File: src/rtl/reg_arb_pkg.sv
// Shared types and constants for the register-access arbiter.
//   arb_state_t : transaction sequencer states
//   dest_t      : destination codes on the 16-bit register bus
//   REG_BASE    : first valid address of the register resource
package reg_arb_pkg;

    typedef enum logic [1:0] {
        IDLE,
        ISSUE,
        WAIT_ACK,
        RESP
    } arb_state_t;

    typedef enum logic [15:0] {
        REG = 16'h0000
    } dest_t;

    localparam logic [15:0] REG_BASE = REG;

endpackage

File: src/rtl/rr_arbiter.sv
// Combinational round-robin picker.
//   req     : request levels, one bit per requester
//   rr_ptr  : index that has highest priority this round
//   win_oh  : one-hot winner (all zero when req is zero)
//   win_idx : binary index of the winner
module rr_arbiter #(
    parameter int NUM_REQ = 4,
    parameter int IDX_W   = $clog2(NUM_REQ)
) (
    input  logic [NUM_REQ-1:0] req,
    input  logic [IDX_W-1:0]   rr_ptr,
    output logic [NUM_REQ-1:0] win_oh,
    output logic [IDX_W-1:0]   win_idx
);

    logic             found;
    logic [IDX_W-1:0] cand;

    // Scan from rr_ptr upward, wrapping; the first set bit wins.
    always_comb begin
        found   = 1'b0;
        cand    = '0;
        win_idx = '0;
        win_oh  = '0;
        for (int k = 0; k < NUM_REQ; k++) begin
            cand = IDX_W'((int'(rr_ptr) + k) % NUM_REQ);
            if (!found && req[cand]) begin
                found   = 1'b1;
                win_idx = cand;
                win_oh  = NUM_REQ'(1) << cand;
            end
        end
    end

endmodule

File: src/rtl/reg_access_arbiter.sv
// Shares one register-access port among NUM_REQ requesters. Round-robin
// arbitration, one downstream transaction at a time, response routed back
// to the winner. All outputs are registered.
//   req/req_we/req_addr/req_wdata : per-requester request level + payload
//   gnt                           : one-cycle one-hot pulse, payload captured
//   rsp_valid/rsp_rdata/rsp_err   : one-cycle one-hot completion + result
//   reg_req/reg_we/reg_addr/reg_wdata : downstream request, held until ack
//   reg_ack/reg_rdata/reg_err     : downstream completion (one cycle)
module reg_access_arbiter
    import reg_arb_pkg::*;
#(
    parameter int          NUM_REQ  = 4,
    parameter int          ADDR_W   = 16,
    parameter int          DATA_W   = 32,
    parameter int unsigned REG_SPAN = 32'h0100,
    parameter int          TIMEOUT  = 255
) (
    input  logic                      clk,
    input  logic                      rst_n,
    input  logic [NUM_REQ-1:0]        req,
    input  logic [NUM_REQ-1:0]        req_we,
    input  logic [NUM_REQ*ADDR_W-1:0] req_addr,
    input  logic [NUM_REQ*DATA_W-1:0] req_wdata,
    output logic [NUM_REQ-1:0]        gnt,
    output logic [NUM_REQ-1:0]        rsp_valid,
    output logic [DATA_W-1:0]         rsp_rdata,
    output logic                      rsp_err,
    output logic                      reg_req,
    output logic                      reg_we,
    output logic [ADDR_W-1:0]         reg_addr,
    output logic [DATA_W-1:0]         reg_wdata,
    input  logic                      reg_ack,
    input  logic [DATA_W-1:0]         reg_rdata,
    input  logic                      reg_err
);

    localparam int IDX_W = $clog2(NUM_REQ);

    arb_state_t          state_q, state_d;
    logic [IDX_W-1:0]    rr_ptr_q, rr_ptr_d;
    logic [IDX_W-1:0]    win_q, win_d;
    logic [15:0]         cnt_q, cnt_d;
    logic [NUM_REQ-1:0]  gnt_q, gnt_d;
    logic [NUM_REQ-1:0]  rsp_valid_q, rsp_valid_d;
    logic [DATA_W-1:0]   rsp_rdata_q, rsp_rdata_d;
    logic                rsp_err_q, rsp_err_d;
    logic                reg_req_q, reg_req_d;
    logic                reg_we_q, reg_we_d;
    logic [ADDR_W-1:0]   reg_addr_q, reg_addr_d;
    logic [DATA_W-1:0]   reg_wdata_q, reg_wdata_d;

    logic [NUM_REQ-1:0]  arb_oh;
    logic [IDX_W-1:0]    arb_idx;
    logic [ADDR_W-1:0]   sel_addr;
    logic [ADDR_W:0]     addr_off;
    logic                in_range;
    logic [NUM_REQ-1:0]  win_oh_q;

    rr_arbiter #(
        .NUM_REQ (NUM_REQ),
        .IDX_W   (IDX_W)
    ) u_rr (
        .req     (req),
        .rr_ptr  (rr_ptr_q),
        .win_oh  (arb_oh),
        .win_idx (arb_idx)
    );

    // One extra bit so an address below REG_BASE wraps to a huge offset
    // and fails the span check instead of aliasing into range.
    assign sel_addr = req_addr[arb_idx*ADDR_W +: ADDR_W];
    assign addr_off = {1'b0, sel_addr} - (ADDR_W+1)'(REG_BASE);
    assign in_range = addr_off < (ADDR_W+1)'(REG_SPAN);
    assign win_oh_q = NUM_REQ'(1) << win_q;

    always_comb begin
        state_d     = state_q;
        rr_ptr_d    = rr_ptr_q;
        win_d       = win_q;
        cnt_d       = cnt_q;
        gnt_d       = '0;
        rsp_valid_d = '0;
        rsp_rdata_d = rsp_rdata_q;
        rsp_err_d   = rsp_err_q;
        reg_req_d   = reg_req_q;
        reg_we_d    = reg_we_q;
        reg_addr_d  = reg_addr_q;
        reg_wdata_d = reg_wdata_q;

        case (state_q)
            IDLE: begin
                if (|req) begin
                    gnt_d       = arb_oh;
                    win_d       = arb_idx;
                    rr_ptr_d    = (arb_idx == IDX_W'(NUM_REQ-1)) ? '0 : arb_idx + 1'b1;
                    reg_we_d    = req_we[arb_idx];
                    reg_addr_d  = sel_addr;
                    reg_wdata_d = req_wdata[arb_idx*DATA_W +: DATA_W];
                    if (in_range) begin
                        state_d = ISSUE;
                    end else begin
                        rsp_err_d   = 1'b1;
                        rsp_rdata_d = '0;
                        state_d     = RESP;
                    end
                end
            end
            ISSUE: begin
                reg_req_d = 1'b1;
                cnt_d     = '0;
                state_d   = WAIT_ACK;
            end
            WAIT_ACK: begin
                cnt_d = cnt_q + 16'd1;
                if (reg_ack) begin
                    reg_req_d   = 1'b0;
                    rsp_valid_d = win_oh_q;
                    rsp_rdata_d = reg_we_q ? '0 : reg_rdata;
                    rsp_err_d   = reg_err;
                    state_d     = RESP;
                end else if (cnt_q == 16'(TIMEOUT)) begin
                    reg_req_d   = 1'b0;
                    rsp_valid_d = win_oh_q;
                    rsp_rdata_d = '0;
                    rsp_err_d   = 1'b1;
                    state_d     = RESP;
                end
            end
            RESP: begin
                // Completed downstream accesses enter RESP with rsp_valid
                // already showing; an out-of-range reject arrives here with
                // it still low and raises it on the way back to IDLE.
                rsp_valid_d = (rsp_valid_q == '0) ? win_oh_q : '0;
                state_d     = IDLE;
            end
            default: state_d = IDLE;
        endcase
    end

    always_ff @(posedge clk) begin
        if (!rst_n) begin
            state_q     <= IDLE;
            rr_ptr_q    <= '0;
            win_q       <= '0;
            cnt_q       <= '0;
            gnt_q       <= '0;
            rsp_valid_q <= '0;
            rsp_rdata_q <= '0;
            rsp_err_q   <= 1'b0;
            reg_req_q   <= 1'b0;
            reg_we_q    <= 1'b0;
            reg_addr_q  <= '0;
            reg_wdata_q <= '0;
        end else begin
            state_q     <= state_d;
            rr_ptr_q    <= rr_ptr_d;
            win_q       <= win_d;
            cnt_q       <= cnt_d;
            gnt_q       <= gnt_d;
            rsp_valid_q <= rsp_valid_d;
            rsp_rdata_q <= rsp_rdata_d;
            rsp_err_q   <= rsp_err_d;
            reg_req_q   <= reg_req_d;
            reg_we_q    <= reg_we_d;
            reg_addr_q  <= reg_addr_d;
            reg_wdata_q <= reg_wdata_d;
        end
    end

    assign gnt       = gnt_q;
    assign rsp_valid = rsp_valid_q;
    assign rsp_rdata = rsp_rdata_q;
    assign rsp_err   = rsp_err_q;
    assign reg_req   = reg_req_q;
    assign reg_we    = reg_we_q;
    assign reg_addr  = reg_addr_q;
    assign reg_wdata = reg_wdata_q;

endmodule

File: config.mk
export PLATFORM = sky130hd
export DESIGN_NAME = reg_access_arbiter
export DESIGN_NICKNAME = d
export VERILOG_FILES = /design/src/rtl/reg_arb_pkg.sv /design/src/rtl/rr_arbiter.sv /design/src/rtl/reg_access_arbiter.sv
export SDC_FILE = /design/constraint.sdc
export NUM_CORES = 1
export LEC_CHECK = 0
export CAP_MARGIN = 20
export CORE_ASPECT_RATIO = 0.5
export CORE_MARGIN = 2
export CORE_UTILIZATION = 36
export DETAILED_ROUTE_END_ITERATION = 8
export GPL_ROUTABILITY_DRIVEN = 0
export PLACE_DENSITY = 0.77
export SLEW_MARGIN = 20
export SYNTH_ARGS = -nofsm -noshare
export SYNTH_HDL_FRONTEND = slang
export SYNTH_HIERARCHICAL = 1
export SYNTH_SLANG_ARGS = --single-unit
File: constraint.sdc
create_clock -name clk -period 3.9 [get_ports clk]
set_input_delay 0.39 -clock clk [delete_from_list [all_inputs] [get_ports clk]]
set_output_delay 0.39 -clock clk [all_outputs]
set_load 0.01 [all_outputs]
==> run_results.csv, run 1 <==
group,metric,value,unit
hold_path,hold_depth,2,
yosys,synthCells,643,
die,die_height,97.04,µm
critical_path,worst-r2r-cell-count,13,
yosys,syn_nets,888,
route,num_vias,6237,
yosys,ys_ff_latch,113,
cts,cts.clk_slew.worst_paths,60,ps
die,rows,33,
cts,clkLatencyLatePin,410,ps
critical_path,critPathLaunchType,"flop",
route,routedWlPerCell,16.90,µm
layout,finalNonFillerCells,1223,
cts,cts_sinks,113,
yosys,synth_edf_count,0,
yosys,ys_async_sr_fraction,0,%
route,ant_nets,0,
sta,max_freq,249.7,MHz
sta,maxSlewViolCount,0,
die,start_util,37.45,%
global_routing,grt_max_degree,52,
hold_path,worstHoldStart,"rsp_rdata[8]",
sta,finClkSkew,8.072,ps
route,drtIter0Drc,302,
run_status,violations,"setup timing",
critical_path,r2r-end,"rsp_rdata[27]",
critical_path,worst_ep_required_time,4220,ps
sta,final-setup-viol-count,33,
power_and_ir_drop,p_leak,3.953,nW
critical_path,critPathArrivalTime,4330,ps
cts,root_buffer,"clkbuf_16",
die,io_pins,327,
die,die-width,190.1,µm
route,wirelength,20660,µm
hold_path,hold_path_end,"rsp_rdata[8]",
sta,worst_slack,-105.5,ps
cts,cts_max_path_buffers,2,
place,dp_cells,1176,
critical_path,crit_type,"reg -> reg",
sta,worst_slew_margin_rel,45.32,%
yosys,ys_seq_area_share,36.30,%
critical_path,worstReg2RegStart,"rr_ptr_q[0]",
cts,cts.htree.levels,4,
sta,fin_crit_sh,102.7,%
route,remaining_drc_errors,0,
yosys,synth_cell_types,60,
critical_path,crit_buf_inv,3,
place,hpwl,15350,µm
layout,fillers,1292,
sta,worst-slew-pin-transition,820.2,ps
cts,hold_buffers,0,
sta,fin_hold_ws,457.6,ps
cts,cts_tree,"done",
critical_path,max_stage_delay,560,ps
job,cap_viol_max_count,0,
yosys,synth_area,6232,µm²
run_status,status,"finished, violations left",
layout,n_antenna_cell,0,
layout,fin_util,64.15,%
critical_path,cp_top_family,"simple AND/OR/NAND/NOR gates",
sta,period_needed,4005,ps
route,dr.pass1.iters,5,
layout,areaGrowthSynthToFinish,71.27,%
power_and_ir_drop,total_power,7.712,mW
yosys,synth_area_per_cell,9.692,µm²
layout,multi_input_comb_area,3747,µm²
global_routing,grt_pass1_wl,32210,µm
die,die_area,18440,µm²
layout,final_layout_size_suffix_gt1_share,14.86,%
layout,seq_area,2267,µm²
cts,numCtsBuffers,17,
yosys,ys.warnings.count,6,
power_and_ir_drop,worst_ir_drop_vdd,330.6,µV
hold_path,hold_class,"reg -> reg",
critical_path,cp_slowest_cell,"or4_4",
die,core,16640,µm²
global_routing,antenna_found_initial,0,
global_routing,grt_remaining_overflow,0,
critical_path,rrSetupSlack,-110,ps
layout,nNetsFinal,1228,
critical_path,cp_max_fo,8,
global_routing,track_usage,21.72,%
critical_path,crit_path_end_kind,"flop",
sta,finalHoldViolations,0,
place,portBuffers,326,
power_and_ir_drop,power_density,722.5,nW/µm²
critical_path,cp_cell_sequence,"inv_6 -> ha_4 -> or3b_1 -> a2111o_1 -> nand3_2 -> a2bb2oi_4 -> buf_6 -> mux4_2 -> or4_4 -> a2111oi_4 -> nor3b_4 -> clkbuf_16 -> mux2i_1",
sta,rsz0062_at_grt,"true",
global_routing,first_global_vias,6352,
yosys,synthFlopType,"dfxtp_1",
route,via_per_inst,5.100,
[what timing repair did]
action,in CTS,in global routing
gates resized for setup,0,7
setup buffers,0,12
setup endpoints to repair,0,33
hold endpoints to repair,0,0
[worst min-delay path: cells and delay by family (launching register included)]
| family | cells | cell delay, ps |
|---|---|---|
| simple gates | 1 | 50 |
| flops | 1 | 300 |
| mux | 1 | 50 |
[synth_stat cells (2+ instances only)]
library cell	count	share of area [%]
nor3b_1	4	0.48
ha_1	9	1.8
xnor2_1	7	0.98
mux2i_4	2	0.72
buf_2	3	0.24
clkbuf_1	31	1.9
buf_6	3	0.54
a21oi_1	6	0.48
buf_1	7	0.42
or3_1	4	0.40
dfxtp_1	113	36
inv_1	6	0.36
nand3_1	6	0.48
a2111oi_0	4	0.56
o22ai_1	5	0.50
nand3b_1	2	0.24
nor2_1	21	1.3
nand2b_1	8	0.80
nand4_1	4	0.40
mux2_2	3	0.54
a21boi_0	53	6.4
o21a_1	2	0.24
mux4_2	44	16
nor3_1	6	0.48
o2bb2ai_1	4	0.56
and3_1	12	1.2
and4_1	4	0.56
buf_4	2	0.24
mux4_1	4	1.7
xor2_1	4	0.56
buf_12	3	0.96
mux2i_1	35	5.6
o21ai_0	7	0.56
nor4_1	3	0.30
nand2_1	185	11
nor2b_1	3	0.30
[registers in the layout, summed over array words and instances (netlist names), 2 cells and up]
register / flops
rsp_rdata: 32
win_q: 2
gnt: 4
state_q: 2
reg_wdata: 32
rr_ptr_q: 2
reg_addr: 16
rsp_valid: 4
cnt_q: 16
[placed cells by master, fill, tap and decap left out, types with 3 or more instances in the layout]
cell	Yosys	final
ha_1	9	8
mux2_2	3	3
clkinvlp_4	0	3
nand3_1	6	6
nor4_1	3	3
nand2b_1	8	7
a2111oi_0	4	4
inv_6	0	4
mux2i_1	35	34
nand2_1	185	185
o2bb2ai_1	4	4
or3_1	4	4
buf_4	2	38
inv_1	6	5
a21boi_0	53	53
and3_1	12	12
dfxtp_1	113	111
and4_1	4	4
nand4_1	4	4
o21ai_0	7	7
mux4_2	44	45
nor3_1	6	6
xnor2_1	7	7
nor2_1	21	21
a21oi_1	6	6
clkdlybuf4s50_1	0	325
clkbuf_16	0	19
xor2_1	4	4
bufinv_16	0	6
mux4_1	4	3
o22ai_1	5	5
[per-layer routing]
layer	track usage (%)	part of all wire (%)	vias to the layer above
met1	25.35	41	3010
met4	7.335	2.4	0
li1	-	-	2969
met2	38.69	51	219
met5	0	0	-
met3	5.588	5.5	39
[where the power goes]
| group | switching, mW | total, mW | internal [mW] |
|---|---|---|---|
| sequential | 0.166 | 1.62 | 1.46 |
| clock | 0.586 | 1.81 | 1.23 |
| combinational | 1.95 | 4.28 | 2.32 |
| total | 2.71 | 7.71 | 5.01 |
[kinds of logic (layout without fill, tap and decap cells)]
group / after synthesis / after routing / share of synthesized area [%]
AO/OA/AOI/OAI: 94 / 94 / 11.50
XOR/XNOR: 11 / 11 / 1.546
buffers and inverters: 56 / 409 / 4.698
AND/OR/NAND/NOR: 270 / 270 / 19.21
flip-flops: 113 / 113 / 36.30
multiplexers: 90 / 90 / 24.93
adder cells (fa/ha/maj): 9 / 9 / 1.807
[metrics by stage]
stage               area (µm²)  setup TNS [ps]  worst slack (ps)
global route             10670           -6199            -208.3
CTS                      10510               0             2.842
detailed placement        9821           -3525            -132.2
floorplan                 6260           -1380            -45.07
global placement          9821           -1289            -42.47
finish                   10670           -2396            -105.5
[worst max path at each step]
stage / depth (start not counted) / end / slack (ps) / from
after floorplan: 16 / rsp_rdata[10] / -50 / rr_ptr_q[0]
after CTS: 13 / rsp_rdata[2] / 3 / rr_ptr_q[0]
after detailed placement: 12 / rsp_rdata[27] / -130 / req[2]
after global placement: 12 / rsp_rdata[15] / -40 / req[2]
after global routing: 13 / rsp_rdata[15] / -210 / rr_ptr_q[0]
final: 13 / rsp_rdata[27] / -110 / rr_ptr_q[0]
[cell type report]
type | instances | share of cell area, %
Multi-Input combinational cell | 474 | 35.11
Inverter | 7 | 0.2930
Clock inverter | 14 | 2.333
Tap cell | 227 | 2.661
Sequential cell | 113 | 21.24
Timing Repair Buffer | 370 | 34.25
Clock buffer | 18 | 4.114
Note: power is estimated with default switching activity, not from simulation.
==> run 2: changes to the inputs <==
Settings changed: CTS_BUF_LIST set to sky130_fd_sc_hd__clkbuf_16, REMOVE_ABC_BUFFERS set to 1.
==> run 2 against run 1 <==
Net effect: the flow now finishes without violations; die area did not move; via count up 1.6%; non-clock buffer count down 5; critical endpoint is now rsp_rdata[7]; largest cell class unchanged.
==> run_results.csv, run 2 (synthesis results as in run 1) <==
group,metric,value,unit
place,portBuffers,326,
critical_path,cp_cell_sequence,"inv_2 -> ha_4 -> or3b_4 -> a2111o_1 -> nand3_2 -> a2bb2oi_4 -> buf_12 -> mux4_2 -> or4_4 -> a2111oi_4 -> nor3b_4 -> clkbuf_16 -> mux2i_1",
die,core,16640,µm²
power_and_ir_drop,power_density,713.9,nW/µm²
sta,maxSlewViolCount,0,
sta,fin_hold_ws,455.7,ps
critical_path,crit_path_end_kind,"flop",
cts,cts_sinks,113,
route,drtIter0Drc,432,
critical_path,cp_slowest_cell,"or4_4",
hold_path,hold_class,"reg -> reg",
sta,fin_crit_sh,97.43,%
critical_path,cp_top_family,"simple AND/OR/NAND/NOR gates",
cts,numCtsBuffers,17,
global_routing,track_usage,25.25,%
sta,period_needed,3800,ps
cts,root_buffer,"clkbuf_16",
die,rows,33,
sta,finClkSkew,7.426,ps
sta,final-setup-viol-count,0,
cts,cts_tree,"done",
layout,fin_util,63.36,%
sta,rsz0062_at_grt,"true",
cts,clkLatencyLatePin,400,ps
critical_path,worst_ep_required_time,4190,ps
layout,final_area,10540,µm²
layout,final_common_cell,"clkdlybuf4s50_1",
die,die_height,97.04,µm
sta,setup_tns,0,ps
critical_path,crit_buf_inv,3,
global_routing,grt_remaining_overflow,0,
route,via_per_inst,5.208,
power_and_ir_drop,worst_ir_drop_vdd,527.0,µV
sta,finalHoldViolations,0,
route,num_vias,6338,
place,place_area,9823,µm²
place,dp_cells,1178,
sta,worst_slew_margin_rel,40.85,%
route,ant_nets,0,
cts,cts.clk_slew.worst_paths,60,ps
global_routing,antenna_found_initial,0,
power_and_ir_drop,p_leak,3.889,nW
critical_path,crit_type,"reg -> reg",
route,routedWlPerCell,18.96,µm
global_routing,grt_pass1_wl,35630,µm
global_routing,grt.busiest_layer,"met2",
global_routing,first_global_vias,6502,
route,remaining_drc_errors,0,
die,start_util,37.45,%
critical_path,critPathArrivalTime,4090,ps
job,cap_viol_max_count,0,
place,hpwl,17690,µm
layout,finalNonFillerCells,1217,
cts,hold_buffers,0,
cts,cts_max_path_buffers,2,
die,die-width,190.1,µm
layout,fillers,1327,
layout,final_layout_size_suffix_gt1_share,14.04,%
global_routing,met3_usage,7.148,%
place,post-place-ws,-311.1,ps
layout,nNetsFinal,1223,
global_routing,gr-usage-met1,30.43,%
route,wirelength,23070,µm
die,die_area,18440,µm²
critical_path,critPathLaunchType,"flop",
global_routing,met2_usage,42.48,%
sta,max_freq,263.2,MHz
power_and_ir_drop,total_power,7.526,mW
sta,worst_slack,100.2,ps
die,io_pins,327,
cts,cts.htree.levels,4,
layout,n_antenna_cell,0,
critical_path,max_stage_delay,560,ps
critical_path,cp_max_fo,16,
layout,areaGrowthSynthToFinish,69.16,%
sta,worst-slew-pin-transition,885.4,ps
route,dr.pass1.iters,5,
run_status,status,"complete, no violations",
layout,most-common-layout-cells,"325 x clkdlybuf4s50_1, 185 x nand2_1, 111 x dfxtp_1",
global_routing,grt_max_degree,43,
run 2: cell types whose count changed in the layout (fill, tap and decap cells not counted), moves of 2 or more:
cell,delta
buf_4,-5
inv_6,-4
clkinv_1,+3
clkinv_2,+3
bufinv_16,-2
run 2: path summary, 6_finish.rpt:
path,depth (start not counted),slack (ps),endpoint,start
min,2,460,rsp_rdata[22],rsp_rdata[22]
max reg2reg,13,100,rsp_rdata[7],rr_ptr_q[0]
min reg2reg,2,460,rsp_rdata[22],rsp_rdata[22]
max,13,100,rsp_rdata[7],rr_ptr_q[0]
run 2: metal layers:
metal / share of wire [%] / vias to the layer above
met3: 6.4 / 53
met1: 40 / 3110
met5: 0 / -
li1: - / 2961
met4: 3.0 / 0
met2: 50 / 214
run 2: where the power goes:
group	leakage (nW)	switching (mW)	internal, mW
Clock	0.288	0.533	1.05
Sequential	0.923	0.165	1.46
Combinational	2.68	2.04	2.28
run 2: timing repair:
action,in CTS,in global routing
pin swaps,5,2
gates cloned,2,0
setup endpoints to repair,34,33
setup buffers,4,2
resized for setup,8,7
run 2: layout make-up:
class	instances	area (µm²)	share of cell area, %
Tap cell	227	284.0	2.694
Timing Repair Buffer	365	3627	34.41
Multi-Input combinational cell	474	3742	35.50
Inverter	7	26.28	0.2492
Clock inverter	14	172.7	1.638
Sequential cell	113	2265	21.48
Clock buffer	17	425.4	4.035
run 2: worst reg2reg max path, cell delays in order, from the launching register on:
cell and delay (ps):
dfxtp_2 330, inv_2 50, ha_4 250, or3b_4 400
a2111o_1 380, nand3_2 110, a2bb2oi_4 180, buf_12 140
mux4_2 500, or4_4 560, a2111oi_4 300, nor3b_4 130
clkbuf_16 220, mux2i_1 130
